File: src/rtl/ntt_pkg.sv
// Shared constants, mode encoding and modular add/sub helpers for the NTT datapath.
package ntt_pkg;

  localparam int unsigned COEF_W  = 23;
  localparam int unsigned IN_W    = 24;
  localparam int unsigned LATENCY = 3;

  // Modulus 2^23 - 2^13 + 1; fits in COEF_W bits.
  localparam logic [COEF_W-1:0] Q = 23'd8380417;

  typedef enum logic {
    BF_CT = 1'b0,
    BF_GS = 1'b1
  } butterfly_mode_e;

  // (x + y) mod Q for x, y < Q: one extra bit, one conditional subtract.
  function automatic logic [COEF_W-1:0] add_mod(input logic [COEF_W-1:0] x,
                                                input logic [COEF_W-1:0] y);
    logic [COEF_W:0] s;
    s = {1'b0, x} + {1'b0, y};
    if (s >= {1'b0, Q}) s = s - {1'b0, Q};
    return s[COEF_W-1:0];
  endfunction

  // (x - y) mod Q for x, y < Q: a borrow in the extra bit triggers one add of Q.
  function automatic logic [COEF_W-1:0] sub_mod(input logic [COEF_W-1:0] x,
                                                input logic [COEF_W-1:0] y);
    logic [COEF_W:0] d;
    d = {1'b0, x} - {1'b0, y};
    if (d[COEF_W]) d = d + {1'b0, Q};
    return d[COEF_W-1:0];
  endfunction

  // x mod Q for any 24-bit x; 2^24 - 1 < 3Q so two conditional subtracts suffice.
  function automatic logic [COEF_W-1:0] reduce_in(input logic [IN_W-1:0] x);
    logic [IN_W-1:0] r;
    r = x;
    if (r >= {1'b0, Q}) r = r - {1'b0, Q};
    if (r >= {1'b0, Q}) r = r - {1'b0, Q};
    return r[COEF_W-1:0];
  endfunction

endpackage

File: src/rtl/butterfly_if.sv
// Operand/result bundle between the coefficient memory ports and the butterfly.
//
// Handshake: valid-only, no ready. The master presents a vector with valid_i = 1
// for exactly the cycle it is sampled; the slave always accepts. Results return
// with valid_o = 1 a fixed LATENCY cycles later; a_o/b_o carry no meaning while
// valid_o = 0.
interface butterfly_if;

  logic                          valid_i;
  logic [ntt_pkg::IN_W-1:0]      a_i;
  logic [ntt_pkg::IN_W-1:0]      b_i;
  logic [ntt_pkg::COEF_W-1:0]    twiddle_i;
  logic                          sel_red_i;
  logic                          sel_butterfly_i;
  logic                          valid_o;
  logic [ntt_pkg::COEF_W-1:0]    a_o;
  logic [ntt_pkg::COEF_W-1:0]    b_o;

  modport master (
    output valid_i, a_i, b_i, twiddle_i, sel_red_i, sel_butterfly_i,
    input  valid_o, a_o, b_o
  );

  modport slave (
    input  valid_i, a_i, b_i, twiddle_i, sel_red_i, sel_butterfly_i,
    output valid_o, a_o, b_o
  );

endinterface

File: src/rtl/mod_mul_q.sv
// 23x23 modular multiplier: registered full product, then folded reduction mod Q.
// Latency 2: operands presented before edge K give t_o valid after edge K+1.
module mod_mul_q
  import ntt_pkg::*;
(
  input  logic              clk_i,
  input  logic              rst_ni,
  input  logic [COEF_W-1:0] x_i,
  input  logic [COEF_W-1:0] w_i,
  output logic [COEF_W-1:0] t_o
);

  localparam int unsigned P_W = 2 * COEF_W;

  logic [P_W-1:0]    prod_q;
  logic [COEF_W-1:0] t_q;
  logic [COEF_W-1:0] t_d;

  // Folding terms: each pass rewrites hi*2^23 + lo as hi*2^13 - hi + lo.
  logic [COEF_W-1:0] hi1, lo1, lo2, lo3;
  logic [13:0]       hi2;
  logic [4:0]        hi3;
  logic [36:0]       f1;
  logic [27:0]       f2;
  logic [23:0]       f3;
  logic [23:0]       f4;

  // Product register; the full 46-bit result is kept for exact reduction.
  always_ff @(posedge clk_i or negedge rst_ni) begin
    if (!rst_ni) prod_q <= '0;
    else         prod_q <= P_W'(x_i) * P_W'(w_i);
  end

  // Three folds bring the product below 2Q, one conditional subtract finishes.
  always_comb begin
    hi1 = prod_q[P_W-1:COEF_W];
    lo1 = prod_q[COEF_W-1:0];
    f1  = 37'({hi1, 13'd0}) + 37'(lo1) - 37'(hi1);
    hi2 = f1[36:COEF_W];
    lo2 = f1[COEF_W-1:0];
    f2  = 28'({hi2, 13'd0}) + 28'(lo2) - 28'(hi2);
    hi3 = f2[27:COEF_W];
    lo3 = f2[COEF_W-1:0];
    f3  = 24'({hi3, 13'd0}) + 24'(lo3) - 24'(hi3);
    f4  = (f3 >= {1'b0, Q}) ? (f3 - {1'b0, Q}) : f3;
    t_d = f4[COEF_W-1:0];
  end

  // Reduced product register.
  always_ff @(posedge clk_i or negedge rst_ni) begin
    if (!rst_ni) t_q <= '0;
    else         t_q <= t_d;
  end

  assign t_o = t_q;

endmodule

File: src/rtl/butterfly.sv
// Radix-2 NTT/INTT butterfly over Z_q, one vector per clock, LATENCY = 3.
// Pipeline: input-conditioning reg -> product reg -> reduced-product reg -> output reg.
module butterfly
  import ntt_pkg::*;
(
  input  logic       clk_i,
  input  logic       rst_ni,
  butterfly_if.slave bf
);

  // Stage 1: conditioned operands
  logic              v1_q;
  butterfly_mode_e   m1_q;
  logic [COEF_W-1:0] a1_q, b1_q, w1_q;
  logic [COEF_W-1:0] a_cond, b_cond;

  // Stage 2: alongside the product register
  logic              v2_q;
  butterfly_mode_e   m2_q;
  logic [COEF_W-1:0] a2_q, s2_q;
  logic [COEF_W-1:0] mul_x;

  // Stage 3: alongside the reduced product
  logic              v3_q;
  butterfly_mode_e   m3_q;
  logic [COEF_W-1:0] a3_q, s3_q;
  logic [COEF_W-1:0] t;

  // Output stage
  logic              vo_q;
  logic [COEF_W-1:0] ao_q, bo_q;
  logic [COEF_W-1:0] ao_d, bo_d;

  // Optional mod-Q reduction of raw 24-bit operands.
  always_comb begin
    a_cond = bf.sel_red_i ? reduce_in(bf.a_i) : bf.a_i[COEF_W-1:0];
    b_cond = bf.sel_red_i ? reduce_in(bf.b_i) : bf.b_i[COEF_W-1:0];
  end

  // Stage 1 register: sample conditioned operands with their mode bit.
  always_ff @(posedge clk_i or negedge rst_ni) begin
    if (!rst_ni) begin
      v1_q <= 1'b0;
      m1_q <= BF_CT;
      a1_q <= '0;
      b1_q <= '0;
      w1_q <= '0;
    end else begin
      v1_q <= bf.valid_i;
      m1_q <= butterfly_mode_e'(bf.sel_butterfly_i);
      a1_q <= a_cond;
      b1_q <= b_cond;
      w1_q <= bf.twiddle_i;
    end
  end

  // CT multiplies b' by the twiddle; GS multiplies the difference a' - b'.
  always_comb begin
    mul_x = (m1_q == BF_GS) ? sub_mod(a1_q, b1_q) : b1_q;
  end

  mod_mul_q u_mul (
    .clk_i  (clk_i),
    .rst_ni (rst_ni),
    .x_i    (mul_x),
    .w_i    (w1_q),
    .t_o    (t)
  );

  // Stage 2 register: carry a' and the GS sum beside the product.
  always_ff @(posedge clk_i or negedge rst_ni) begin
    if (!rst_ni) begin
      v2_q <= 1'b0;
      m2_q <= BF_CT;
      a2_q <= '0;
      s2_q <= '0;
    end else begin
      v2_q <= v1_q;
      m2_q <= m1_q;
      a2_q <= a1_q;
      s2_q <= add_mod(a1_q, b1_q);
    end
  end

  // Stage 3 register: keep side data aligned with the reduced product t.
  always_ff @(posedge clk_i or negedge rst_ni) begin
    if (!rst_ni) begin
      v3_q <= 1'b0;
      m3_q <= BF_CT;
      a3_q <= '0;
      s3_q <= '0;
    end else begin
      v3_q <= v2_q;
      m3_q <= m2_q;
      a3_q <= a2_q;
      s3_q <= s2_q;
    end
  end

  // Final combine: CT gives (a' + t, a' - t); GS gives (s, t).
  always_comb begin
    ao_d = (m3_q == BF_GS) ? s3_q : add_mod(a3_q, t);
    bo_d = (m3_q == BF_GS) ? t    : sub_mod(a3_q, t);
  end

  // Output register.
  always_ff @(posedge clk_i or negedge rst_ni) begin
    if (!rst_ni) begin
      vo_q <= 1'b0;
      ao_q <= '0;
      bo_q <= '0;
    end else begin
      vo_q <= v3_q;
      ao_q <= ao_d;
      bo_q <= bo_d;
    end
  end

  assign bf.valid_o = vo_q;
  assign bf.a_o     = ao_q;
  assign bf.b_o     = bo_q;

endmodule

File: src/flat_wrapper.sv
// flat-port wrapper written by rule: the top's interface ports become plain ports
module butterfly_flat import ntt_pkg::*;
  (clk_i, rst_ni, bf_valid_i, bf_a_i, bf_b_i, bf_twiddle_i, bf_sel_red_i, bf_sel_butterfly_i, bf_valid_o, bf_a_o, bf_b_o);
  butterfly_if bf_i ();
  input  logic clk_i;
  input  logic rst_ni;
  input wire logic [$bits(bf_i.valid_i)-1:0] bf_valid_i;
  input wire logic [$bits(bf_i.a_i)-1:0] bf_a_i;
  input wire logic [$bits(bf_i.b_i)-1:0] bf_b_i;
  input wire logic [$bits(bf_i.twiddle_i)-1:0] bf_twiddle_i;
  input wire logic [$bits(bf_i.sel_red_i)-1:0] bf_sel_red_i;
  input wire logic [$bits(bf_i.sel_butterfly_i)-1:0] bf_sel_butterfly_i;
  output wire logic [$bits(bf_i.valid_o)-1:0] bf_valid_o;
  output wire logic [$bits(bf_i.a_o)-1:0] bf_a_o;
  output wire logic [$bits(bf_i.b_o)-1:0] bf_b_o;
  assign bf_i.valid_i = bf_valid_i;
  assign bf_i.a_i = bf_a_i;
  assign bf_i.b_i = bf_b_i;
  assign bf_i.twiddle_i = bf_twiddle_i;
  assign bf_i.sel_red_i = bf_sel_red_i;
  assign bf_i.sel_butterfly_i = bf_sel_butterfly_i;
  assign bf_valid_o = bf_i.valid_o;
  assign bf_a_o = bf_i.a_o;
  assign bf_b_o = bf_i.b_o;
  butterfly u_core (.clk_i(clk_i), .rst_ni(rst_ni), .bf(bf_i));
endmodule
File: config.mk
export PLATFORM = sky130hd
export DESIGN_NAME = butterfly_flat
export DESIGN_NICKNAME = d
export VERILOG_FILES = /design/src/rtl/ntt_pkg.sv /design/src/rtl/butterfly_if.sv /design/src/rtl/mod_mul_q.sv /design/src/rtl/butterfly.sv /design/src/flat_wrapper.sv
export SDC_FILE = /design/constraint.sdc
export NUM_CORES = 2
export LEC_CHECK = 0
export ABC_AREA = 1
export CORE_MARGIN = 8
export CORE_UTILIZATION = 55
export CTS_BUF_LIST = sky130_fd_sc_hd__clkbuf_8
export DETAILED_ROUTE_END_ITERATION = 8
export DONT_BUFFER_PORTS = 1
export PLACE_DENSITY = 0.74
export SKIP_LAST_GASP = 1
export SLEW_MARGIN = 20
export SYNTH_ARGS = -nofsm -noshare
export SYNTH_HDL_FRONTEND = slang
export SYNTH_SLANG_ARGS = --single-unit
File: constraint.sdc
create_clock -name clk_i -period 8.9 [get_ports clk_i]
set_input_delay 0.89 -clock clk_i [delete_from_list [all_inputs] [get_ports clk_i]]
set_output_delay 0.89 -clock clk_i [all_outputs]
set_load 0.005 [all_outputs]
## Word-level counts from Yosys, hierarchy flattened

Cells that the tools add are included.

- Add/sub/neg operators: 19
- Multipliers: 1
- $lt $le $gt $ge: 7
- Muxes and demuxes: 14

Operator list:

| kind | number |
|---|---|
| $mux 23 | 12 |
| $ge 24x23->1 const B | 7 |
| $sub 23x23->23 const B | 5 |
| $add 23x23->24 | 2 |
| $mux 24 | 2 |
| $sub 23x23->24 | 2 |
| $sub 24x23->24 const B | 2 |
| $add 23x23->23 const B | 2 |
| $mul 23x23->46 | 1 |
| $add 36x23->37 | 1 |
| $sub 37x23->37 | 1 |
| $add 27x23->28 | 1 |
| $sub 28x14->28 | 1 |
| $add 18x23->24 | 1 |
| $sub 24x5->24 | 1 |

- Flip-flop bits (word level): 283
- Input port bits: 76
- Output and inout port bits: 47
- Logic and storage cells: 59

## Longest topological paths before layout

- Depth after elaboration: 8
- Gate-level depth with buffers: 52

## Modules after synthesis

Synthesis repeated with hierarchy kept, for this count alone.

- Cell total of the unflattened synthesis: 6,539
- Area, all modules: 45,275.9 um2

Modules (own cells, without submodules):

| module | instances | cells each | area an instance (um2) |
|---|---|---|---|
| mod_mul_q | 1 | 3,575 | 26,246.4 |
| butterfly | 1 | 2,964 | 19,029.5 |

## Worst setup path after synthesis

No wires, ideal clock.

- Path kind: flip-flop to flip-flop
- From: register u_core.b1_q[0]
- To: register u_core.u_mul.prod_q[41]
- Arrival: 8.233 ns
- Required time: 8.784 ns
- Slack: 0.551 ns
- Cell stages (with the launch flop): 40
- Buffers on the path: 1
- Clock period less this slack: 8.349 ns
- Cell sequence: dfrtp_1 -> ha_1 -> fa_1 -> inv_1 -> nand2_1 -> o21ai_2 -> xor2_1 -> nand3_1 -> nor2_1 -> nand2_1 -> nor2_1 -> nand2_1 -> nand2_1 -> xnor2_1 -> nand2_1 -> o21ai_2 -> inv_2 -> buf_4 -> (+4 left out) -> fa_1 -> fa_1 -> fa_1 -> inv_1 -> fa_1 -> inv_1 -> fa_1 -> ha_1 -> a21oi_1 -> inv_1 -> a31oi_1 -> a21boi_0 -> o21ai_0 -> a21boi_0 -> o21ai_0 -> a21o_1 -> nand2_1 -> nand2_1

- Cells in the longest elaborated chain, start to end: 5

Ends and longest elaborated chain:

| item | RTL line | text |
|---|---|---|
| from (decl) | butterfly.sv:14 | `logic [COEF_W-1:0] a1_q, b1_q, w1_q;` |
| from (signal assigned) | butterfly.sv:52 | `b1_q <= b_cond;` |
| $sub 23x23->24 | ntt_pkg.sv:29 | `d = {1'b0, x} - {1'b0, y};` |
| $add 23x23->23 | ntt_pkg.sv:30 | `if (d[COEF_W]) d = d + {1'b0, Q};` |
| $mux 23 | ntt_pkg.sv:30 |  |
| $mux 23 (*) | butterfly.sv:59 | `mul_x = (m1_q == BF_GS) ? sub_mod(a1_q, b1_q) : b1_q;` |
| $mul 23x23->46 (*) | mod_mul_q.sv:31 | `else prod_q <= P_W'(x_i) * P_W'(w_i);` |
| to (signal assigned) | mod_mul_q.sv:31 |  |
| to (decl) | mod_mul_q.sv:15 | `logic [P_W-1:0] prod_q;` |

Every way passes the cells marked *; elsewhere a longest branch is shown, timed or not.

## Worst setup path in the final report

- From: register u_core.b1_q[0]
- To: register u_core.u_mul.prod_q[44]

Same word-level chain as after synthesis.

==> metrics.sh <==
TIGHTESTPINTRANSITION_NS=1.07
GRT_PASS1_VIAS=39400
YOSYS.AREA_SHARE.SIMPLE_PCT=27.1
POSTSYNTHAREAPERCELL_UM2=7.18
CLK_PIN_SLEW_WORST_PATHS_NS=0.07
DRT-WIRELENGTH-PER-CELL_UM=20.0
CTS_BUFFERS=51
SYNTH.MUX.AREA_FRACTION_PCT=0
DRV.MAX_CAP_VIOLATION_COUNT=0
DRT_WL_TOTAL_UM=146000
POST_SYNTH_DESIGN_CELL_AREA_MM2=0.0437
LAYOUT-AREA-OVERHEAD-VS-SYNTH_PCT=9.70
CTS_TREE='yes'
HTREE_LEVELS=2
SYN-NUM-NETS=7028
SHORTEST_PERIOD_THE_WORST_PATH_ALLOWS_NS=8.71
STATUS='finished, final reports clean'
CP_MOST_FREQUENT_CELL='sky130_fd_sc_hd__fa_1'
DIE-AREA_MM2=0.0888
FINALMAXSLEWVIOLATIONS=0
CRIT_ARRIVAL_NS=9.29
MAX_CLOCK_FREQ_MHz=115
GRT_SETUP_UNREPAIRED='true'
SETUP-VIOLATIONS-FINAL=0
CTS.ROOT.BUFFER_CELL='sky130_fd_sc_hd__clkbuf_8'
VIAS_PER_CELL=5.55
WORST_SETUP_PATH_START_KIND='register'
HP-START='bf_twiddle_i[16]'
GRT_USAGE_PCT=31.9
FINALWEIGHTEDCONGESTION=1.01
TIMING.CRITICAL_PATH.SLOWEST_CELL_DELAY_NS=0.53
PLACEMENT_ROWS=103
FLOORPLAN.CORE_AREA_MM2=0.0789
START_UTIL_PCT=55.4
DESIGN.FINAL.NETS=7152
CTS_NUM_SINKS=283
DETAILEDROUTE.FIRSTPASSITERATIONCOUNT=8
CLOCK_INSERTION_DELAY_WORST_SKEW_NS=0.70
IOS=123
PLACEMENT.IO_BUFFERS=0
FINALCLOCKSKEW_NS=0.0447
SYNTH-ASYNC-RESET-RATIO_PCT=100
FINAL_CORE_UTILIZATION_PCT=60.8
GRT_ANTENNA_BEFORE_REPAIR=6
SYNTH-SEQ-AREA-SHARE_PCT=16.2
REQUIRED_NS=9.48
COUNT_OF_FLIP_FLOPS_WITH_A_BUILT_IN_ENABLE_AFTER_SYNTHESIS=0
MIN-DELAY-PATH-CLASS='in -> reg'
NETLIST_INSTANCES=6088
FIRST_PASS_GRT_WIRE_LENGTH_UM=224000
ROUTE.VIAS.TOTAL=40500
CRITICAL_PATH_PEAK_FANOUT=6
SLEW_HEADROOM_PCT=28.5
MAIN_COMBINATIONAL_CELL_FAMILY_BY_AREA_AFTER_SYNTHESIS='adder cells'
DRIVE_GT1_SHARE_PCT=8.61
REGISTER_BIT_COUNT_REPORTED_BY_YOSYS=283
WORST_SETUP_END_KIND='register'
CP_CLASS='reg -> reg'
FP.DIEW_UM=298
SYNTH_FF_TYPE='sky130_fd_sc_hd__dfrtp_1'
GRT_OVERFLOW_TOTAL=0
DP_HPWL_UM=121000
FIRST_ITER_VIOLATIONS=3626
COMPLEX_GATE_FRACTION_OF_THE_SYNTHESIZED_AREA_PCT=7.56
WORST_SETUP_PATH_STARTPOINT='u_core.b1_q[0]'
ADDER_CELL_FRACTION_OF_SYNTH_AREA_PCT=32.5
SYNTH.LIB_CELLS_USED.DISTINCT=61
FINAL_WORST_PATH_CYCLE_SHARE_PCT=97.8
REMAINING_DRC_ERRORS=0
POST_SYNTH_XOR_AREA_FRACTION_PCT=5.18
SYNTH-WARNING-COUNT=0
CRITICAL_PATH.SLOWEST_CELL='sky130_fd_sc_hd__fa_1'
GRT_START_MAX_NET_PINS=284
FINAL-HOLD-VIOLATION-COUNT=0
MAX-CLOCK-PATH-BUFFERS=3
CRITICAL_PATH.REG2REG.STARTPOINT='u_core.b1_q[0]'
ANT_NETS=0
HEIGHT_OF_THE_CHIP_UM=298
[per-stage QoR]
step	setup slack, ns	instance area, um^2	cells	hold WS [ns]	TNS, ns
6_report	0.193	48000	7302	0.215	0
5_1_grt	-0.167	48000	7301	0.177	-0.337
4_1_cts	0.0115	47300	7281	0.144	0
3_5_place_dp	-0.0805	46100	7189	0.335	-0.175
3_3_place_gp	0.0944	46100	7189	0.332	0
2_1_floorplan	0.551	43700	6088	0.331	0
[flip-flops by register name, indices dropped and copies added, names as in the netlist, 23 cells and up]
signal,cells
u_core.bf.a_o,23
u_core.s3_q,23
u_core.bf.b_o,23
u_core.u_mul.prod_q,46
u_core.s2_q,23
u_core.a2_q,23
u_core.u_mul.t_o,23
u_core.b1_q,23
u_core.a1_q,23
u_core.w1_q,23
u_core.a3_q,23
[synthesized netlist by cell type, types with 4 or more instances]
master	number	share of area [%]
sky130_fd_sc_hd__inv_1	1092	9.4
sky130_fd_sc_hd__or2_2	20	0.29
sky130_fd_sc_hd__a31oi_1	23	0.33
sky130_fd_sc_hd__a21oi_1	265	3.0
sky130_fd_sc_hd__nand3_2	6	0.14
sky130_fd_sc_hd__o21ai_0	153	1.8
sky130_fd_sc_hd__o21a_1	13	0.22
sky130_fd_sc_hd__clkinv_1	4	0.034
sky130_fd_sc_hd__buf_4	13	0.22
sky130_fd_sc_hd__o211ai_1	8	0.14
sky130_fd_sc_hd__dfrtp_1	283	16
sky130_fd_sc_hd__clkbuf_1	93	0.80
sky130_fd_sc_hd__nor4_1	6	0.086
sky130_fd_sc_hd__buf_1	7	0.060
sky130_fd_sc_hd__a21o_1	25	0.43
sky130_fd_sc_hd__o21ai_1	25	0.29
sky130_fd_sc_hd__o21ai_2	10	0.20
sky130_fd_sc_hd__nand2_2	14	0.20
sky130_fd_sc_hd__inv_2	18	0.15
sky130_fd_sc_hd__fa_1	456	21
sky130_fd_sc_hd__a21boi_0	11	0.19
sky130_fd_sc_hd__nand3b_1	24	0.41
sky130_fd_sc_hd__o31ai_1	6	0.10
sky130_fd_sc_hd__nor2_2	16	0.23
sky130_fd_sc_hd__nand3_1	512	5.9
sky130_fd_sc_hd__xor2_1	181	3.6
sky130_fd_sc_hd__buf_2	50	0.57
sky130_fd_sc_hd__xnor2_1	74	1.5
sky130_fd_sc_hd__nor2_1	630	5.4
sky130_fd_sc_hd__ha_1	408	12
sky130_fd_sc_hd__o21bai_1	21	0.36
sky130_fd_sc_hd__nor2_4	4	0.10
sky130_fd_sc_hd__nand4_1	74	1.1
sky130_fd_sc_hd__buf_6	9	0.23
sky130_fd_sc_hd__nand2_1	1435	12
sky130_fd_sc_hd__a211oi_1	6	0.10
sky130_fd_sc_hd__nor3_1	58	0.66
[what timing repair did]
action	4_1_cts	5_1_grt
gates resized for setup	1	134
hold buffers	1	0
pin swaps	0	26
setup endpoints to repair	4	43
buffers inserted	0	17
endpoints found under the hold margin	283	0
[layer usage]
metal  share of wire (%)  global-route usage [%]  up-vias
li1                    -                       -    19200
met1                  43                    44.5    19200
met2                  44                    50.1     1807
met3                 9.2                    6.23      320
met4                 3.7                    9.90        4
met5               0.018                       0        -
[cell families after synthesis]
group / count (synthesis)
fa+ha+maj: 864
xor+xnor: 257
simple gates: 2814
flops: 283
buf+inv: 1286
compound gates: 584
[worst max-delay path: cells and delay by family (launching register included)]
kind,cells,cell delay [ns]
AOI/OAI and AO/OA,8,1.29
xor gates and xnor gates,2,0.36
adders and majority gates,10,4.32
buffers and inverters,11,1.13
DFF,1,0.39
and+or+nand+nor,12,1.14
[area by class of cell]
type	instances	area (um^2)
antenna	2	5.00
clock buffer	60	826
clock inverter	31	390
fill	7389	30900
inverter	1114	4180
multi-input combinational	4519	32100
sequential	283	7090
tap	1050	1310
timing repair buffer	243	2060
[cell usage in the layout (no fill, tap or decap), drive strengths merged, types with 6 or more instances in the layout]
cell type,count
a211oi,6
o31ai,6
clkbuf,60
ha,408
nor4,6
xnor2,74
inv,1115
o21bai,21
nor3,58
or2,21
nand3b,24
nor2,650
o21ai,188
xor2,183
a21boi,13
a21o,25
nand3,520
a31oi,24
nand2,1452
o21a,13
nand4,75
o211ai,9
clkinv,15
fa,456
a21oi,266
buf,243
bufinv,7
dfrtp,283
clkinvlp,8
[path summary, 6_finish.rpt]
path	endpoint	slack, ns	cells past startpoint
setup / recovery	u_core.u_mul.prod_q[44]	0.19	43
hold / removal	u_core.w1_q[16]	0.22	0
setup reg to reg	u_core.u_mul.prod_q[44]	0.19	43
hold reg to reg	u_core.s3_q[0]	0.34	0
max in group asynchronous	u_core.a1_q[9]	7.38	3
min in group asynchronous	u_core.a2_q[21]	0.28	2
Power is left out: the tool's default activity adds up to more than one toggle a clock period on the data nets, which glitch-free logic cannot reach.
